[src/rtl/risc_fetch_unit.sv]
// risc_fetch_unit: prefetching fetch stage with a DEPTH-entry {ir,pc} buffer and branch redirect.
// The buffer is a shift register so the head entry is always slot 0.
module risc_fetch_unit #(
  parameter int PC_W = 5,
  parameter int IR_W = 13,
  parameter int DEPTH = 2,
  parameter logic [PC_W-1:0] PC_LAST = '1,
  parameter logic [PC_W-1:0] RESET_PC = '0,
  parameter logic [IR_W-1:0] NOP = '0
) (
  input  logic            clk,
  input  logic            rst,
  output logic            imem_req,
  output logic [PC_W-1:0] imem_addr,
  input  logic [IR_W-1:0] imem_rdata,
  input  logic            br_valid,
  input  logic [PC_W-1:0] br_target,
  output logic [IR_W-1:0] ir,
  output logic [PC_W-1:0] ir_pc,
  output logic            ir_valid,
  input  logic            ir_ready
);
  localparam int AW = $clog2(DEPTH);
  localparam int CW = $clog2(DEPTH + 1);
  logic [PC_W-1:0] fetch_pc, inflight_pc;
  logic            inflight;
  logic [CW-1:0]   count;
  logic [IR_W-1:0] buf_ir [DEPTH];
  logic [PC_W-1:0] buf_pc [DEPTH];
  logic            pop, push;
  logic [CW:0]     occ;
  logic [AW-1:0]   wr_idx;
  assign imem_addr = fetch_pc;
  always_comb begin
    ir_valid = !rst && count != '0;
    ir = ir_valid ? buf_ir[0] : NOP;
    ir_pc = ir_valid ? buf_pc[0] : '0;
    pop = ir_valid && ir_ready;
    push = inflight && !br_valid;
    occ = (CW+1)'(count) + (CW+1)'(inflight) - (CW+1)'(pop);
    imem_req = !rst && !br_valid && occ < (CW+1)'(DEPTH);
    wr_idx = AW'(count - CW'(pop));
  end
  // a response arriving during a redirect is dropped because push is gated by br_valid
  always_ff @(posedge clk) begin
    if (rst) begin
      fetch_pc <= RESET_PC;
      count <= '0;
      inflight <= 1'b0;
    end else begin
      inflight <= imem_req;
      inflight_pc <= fetch_pc;
      if (br_valid) fetch_pc <= br_target;
      else if (imem_req) fetch_pc <= fetch_pc == PC_LAST ? '0 : fetch_pc + 1'b1;
      count <= br_valid ? '0 : count + CW'(push) - CW'(pop);
      if (pop)
        for (int i = 0; i < DEPTH - 1; i++) begin
          buf_ir[i] <= buf_ir[i+1];
          buf_pc[i] <= buf_pc[i+1];
        end
      if (push) begin
        buf_ir[wr_idx] <= imem_rdata;
        buf_pc[wr_idx] <= inflight_pc;
      end
    end
  end
endmodule

[config.mk]
export PLATFORM = sky130hd
export DESIGN_NAME = risc_fetch_unit
export DESIGN_NICKNAME = d
export VERILOG_FILES = /design/src/rtl/risc_fetch_unit.sv
export SDC_FILE = /design/constraint.sdc
export NUM_CORES = 1
export LEC_CHECK = 0
export ABC_AREA = 1
export CAP_MARGIN = 20
export CORE_ASPECT_RATIO = 0.8
export CORE_MARGIN = 5
export CORE_UTILIZATION = 40
export CTS_CLUSTER_SIZE = 25
export DETAILED_ROUTE_END_ITERATION = 6
export GPL_ROUTABILITY_DRIVEN = 0
export PLACE_DENSITY = 0.63
export SYNTH_ARGS = -nofsm -noshare
export SYNTH_HDL_FRONTEND = slang
export SYNTH_SLANG_ARGS = --single-unit
[constraint.sdc]
create_clock -name clk -period 4.6 [get_ports clk]
set_input_delay 1.15 -clock clk [delete_from_list [all_inputs] [get_ports clk]]
set_output_delay 1.15 -clock clk [all_outputs]
set_load 0.01 [all_outputs]
## Word level (Yosys, flattened, before mapping)

Memories as Yosys holds them, arrays and structs flattened.
Index checks and enable logic that the tools add are counted.

- Flip-flop bits (word level): 13
- Memory bits (writable): 36
- Input port bits: 22
- Output and inout bits: 25
- Logic and storage cells: 35
- Memories kept: 2

Memories:

| name | depth | width | rd ports | clocked after Yosys merged registers in | wr ports | RTL line | source |
|---|---|---|---|---|---|---|---|
| buf_ir | 2 | 13 | 2 | 0 | 2 | 28 | `logic [IR_W-1:0] buf_ir [DEPTH];` |
| buf_pc | 2 | 5 | 2 | 0 | 2 | 29 | `logic [PC_W-1:0] buf_pc [DEPTH];` |

- Add/sub/neg operators: 6
- Magnitude comparators: 1
- Equal/unequal tests: 1
- Multiplexer cells: 11
- Reduce and logical (&&, ||, !) cells: 10

Operators by type and width:

| kind | number |
|---|---|
| two-way mux 5 bit | 4 |
| two-way mux 13 bit | 1 |
| two-way mux 1 bit | 6 |
| adder 5 x 1 -> 5 bit, second input constant | 1 |
| equality test 5 bit, second input constant | 1 |
| logical AND 1 bit | 5 |
| nonzero test 2 bit | 2 |
| adder 2 x 1 -> 3 bit | 1 |
| less-than comparator 3 x 2 -> 1 bit, second input constant | 1 |
| subtractor 3 x 1 -> 3 bit | 1 |
| adder 2 x 1 -> 2 bit | 1 |
| zero test 1 bit | 2 |
| OR reduction 2 bit | 1 |
| subtractor 2 x 1 -> 2 bit | 1 |
| subtractor 1 bit | 1 |

## Longest topological paths before layout

- Depth in word-level cells: 8
- Depth in mapped cells: 17

## Worst setup path before layout

Ideal clock, no wire load.

- Kind: input to output
- From: in rst
- To: out imem_req
- Arrival time: 2690 ps
- Required time: 3450 ps
- Path slack: 760 ps
- Stages on the path: 10
- Buffers on the path: 1
- Cell sequence: inv_2 o21ai_4 nor2_2 nand2_2 buf_4 inv_1 o21ai_1 fa_1 nand2_1 nor2_1

- Word-level cells in the longest chain between the ends: 6
- Elaborated cells between the ends (all ways): 7
- Classes of those cells: add/sub (1); order compare (1); reduce/logical (5)

Ends and longest elaborated chain:

| what | RTL line | source |
|---|---|---|
| start: declaration | 12 | `input logic rst,` |
| zero test 1 bit (*) | 35, 41 |  |
| logical AND 1 bit | 35 | `ir_valid = !rst && count != '0;` |
| logical AND 1 bit | 38 | `pop = ir_valid && ir_ready;` |
| subtractor 3 x 1 -> 3 bit | 40 | `occ = (CW+1)'(count) + (CW+1)'(inflight) - (CW+1)'(pop);` |
| less-than comparator 3 x 2 -> 1 bit | 41 | `imem_req = !rst && !br_valid && occ < (CW+1)'(DEPTH);` |
| logical AND 1 bit (*) | 41 |  |
| end: declaration | 13 | `output logic imem_req,` |

Mark *: on every way between the ends. The rest lies on a longest branch, timed or not.

## Worst setup path in the final report

Ends and elaborated chain as after synthesis.

==> impl_results.md <==
- Max Freq: 241.3 MHz
- Via count: 1,692
- Final Hold Vio Count: 0
- WP data arrival: 2990 ps
- Max VDD drop: 0.1236 mV
- H-tree depth: 2
- Largest family of logic cells by synthesized area: simple AND/OR/NAND/NOR gates
- Yosys cell types: 26
- Mean post-synth cell area: 9.579 µm²
- Share of cells above drive strength 1: 9.864%
- Post-Synthesis Cells: 241
- Die W: 94.94 µm
- CTS Buffer Depth: 2
- Tmin final: 4145 ps
- CTS Hold Buffers Added: 0
- Synth top area share: 53.33%
- Compound-Gate Fraction of Synth Area: 2.547%
- Finished Layout Cells: 372
- Unrepaired setup endpoints after global routing: false
- Fin worst setup slack: 455.4 ps
- Clock slew at reported path FFs: 90 ps
- Vias in the first global route: 1,655
- # setup viols final: 0
- Via density per instance: 4.548
- Dpl hpwl: 3.210 mm
- Status: completed
- Worst hold slack: 447.7 ps
- Final ANT Viol Nets: 0
- Full die area: 7400 µm²
- Post-Synth Simple-Gate Area: 25.85%
- Leading cell type in the layout, fill and taps excluded: nand2_1
- Post-synthesis mux area share: 0%
- First-pass GRT wire length: 7.734 mm
- Die Y: 77.95 µm
- Sequential cell area fraction in the yosys report: 60.27%
- CP max FO: 3
- Initial Utilization: 41.78%
- Placeable Area: 5525 µm²
- Max-cap violations: 0
- Synth top area cells: edfxtp_1, nand2_1, dfxtp_1
- Clock sink total: 49
- Worst Setup End Kind: output pin
- XOR/XNOR Fraction of Synth Area: 0.3794%
- Synth Cell Area: 2308 µm²
- Setup Skew: 15.34 ps
- Routed len/inst: 12.31 µm
- Critical Path RT: 3450 ps
- CTS Buf Count: 5
- Max-slew headroom: 66.48%
- Initial drt markers: 99
- Synth Area in Adders: 2.493%
- Worst hold-check path type: reg2reg
- Root Driver: clkbuf_8
- Nets: 319
- Max-slew violation count: 0
- Reg-to-reg slack, setup: 2190 ps
- Period Utilization, post-route: 90.10%
- PwrDens: 296.8 nW/µm²
- FF-to-FF Start: count[1]
- Fill cells: 553
- Dpl cells: 364
- Worst-Margin Slew: 501.6 ps
- Crit path launch: rst
- DRT Wirelength: 4.579 mm
- R2R depth: 13
- Yosys warns: 0
- Postcts setup bufs: 0
- Area Growth Syn to Fin: 29.32%
- Site Rows: 24
- Ports: 47
- Inserted Diodes: 0
- IO buf count: 46
- DRC viols: 0
- Flops & latches, synth: 49
- Final sum of negative setup slack: 0 ps
- Crit path capture: imem_req
- Crit start category: input pin
- Most frequent cells in the layout: nand2_1, clkdlybuf4s50_1, edfxtp_1, inv_1, nor2_1
- Critical R2R Capture: imem_addr[0]
- CTS tree: built
- Antenna violations before repair: 0
- Syn nets: 267
- Dpl ws: 36.86 ps
- DR pass1 iterations: 4
- Pin count of the biggest net entering global routing: 21
- Cell taking the most area after synthesis: edfxtp_1
- Clk_lat worst skew: 300 ps
- Total track usage: 13.15%
- Leakage: 1.283 nW
- Grt total ovfl: 0
- Crit path kind: in2out
==> stage by stage <==
step / cell area (µm²) / power [mW] / utilization [%]
after floorplan: 2308 / 0.5472 / -
after global placement: 2870 / 0.5903 / 51.95
after detailed placement: 2870 / 0.5914 / 51.95
after CTS: 2983 / 0.8978 / 53.99
after global routing: 2985 / 0.9266 / 54.03
final: 2985 / 0.8860 / 54.03
==> timing repair <==
| action | 4_1_cts | 5_1_grt |
|---|---|---|
| hold endpoints to repair | 0 | 0 |
| resized for setup | 0 | 1 |
| endpoints found under the setup margin | 0 | 1 |
==> synthesized netlist by cell type, drive strengths merged <==
cell     n
inv     34
a21boi   1
or2      1
edfxtp  41
ha       3
o21ai    5
nand2   71
clkbuf   1
xnor2    1
fa       1
a21oi    3
nand4   19
nor2    36
dfxtp    8
buf      9
nand3    6
nor3     1
==> cell type report <==
| class | count | area [µm²] | area share [%] |
|---|---|---|---|
| sequential | 49 | 1391 | 46.61 |
| multi-input combinational | 148 | 725.7 | 24.31 |
| timing repair buffer | 55 | 530.5 | 17.77 |
| inverter | 34 | 127.6 | 4.275 |
| tap | 78 | 97.59 | 3.269 |
| clock buffer | 5 | 68.82 | 2.305 |
| clock inverter | 3 | 43.79 | 1.467 |
==> cell families (layout without fill, tap and decap cells) <==
| family | after synthesis | after routing |
|---|---|---|
| AND/OR/NAND/NOR | 134 | 134 |
| flip-flops | 49 | 49 |
| buffers and inverters | 44 | 97 |
| AO/OA/AOI/OAI | 9 | 9 |
| adder cells (fa/ha/maj) | 4 | 4 |
| XOR/XNOR | 1 | 1 |
==> flip-flops by register name, summed over array words and instances (netlist names) <==
register and cells:
imem_addr 5, buf_pc 10, inflight 1, count 2, buf_ir 26, inflight_pc 5
==> worst min-delay path by stage <==
| stage | cells past startpoint | end | startpoint |
|---|---|---|---|
| 3_5_place_dp | 0 | buf_pc[1][2] | inflight_pc[2] |
| 3_3_place_gp | 0 | buf_pc[1][2] | inflight_pc[2] |
| 2_1_floorplan | 0 | buf_pc[1][0] | inflight_pc[0] |
| 6_report | 0 | buf_pc[1][2] | inflight_pc[2] |
| 5_1_grt | 0 | buf_pc[1][0] | inflight_pc[0] |
| 4_1_cts | 0 | buf_pc[1][2] | inflight_pc[2] |
==> per-layer routing <==
metal  wire length, µm  GRT usage [%]  up-vias
li1                  -              -      890
met1              2161          18.05      754
met2              2096          20.55       44
met3               286          3.578        4
met4                35          3.458        0
met5                 0              0        -
==> worst max-delay path, cell delays in order <==
cell	delay, ps
clkdlybuf4s50_1	470
inv_2	100
o21ai_4	60
nor2_2	100
nand2_2	60
inv_1	90
o21ai_1	80
fa_1	500
nand2_1	70
nor2_1	140
dlymetal6s2s_1	180
==> report_power, final <==
group / total, mW / switching [mW] / internal (mW)
Sequential: 0.501 / 0.00893 / 0.492
Clock: 0.305 / 0.142 / 0.163
Combinational: 0.0797 / 0.0396 / 0.0401
Power figures use the tool's default switching activity.
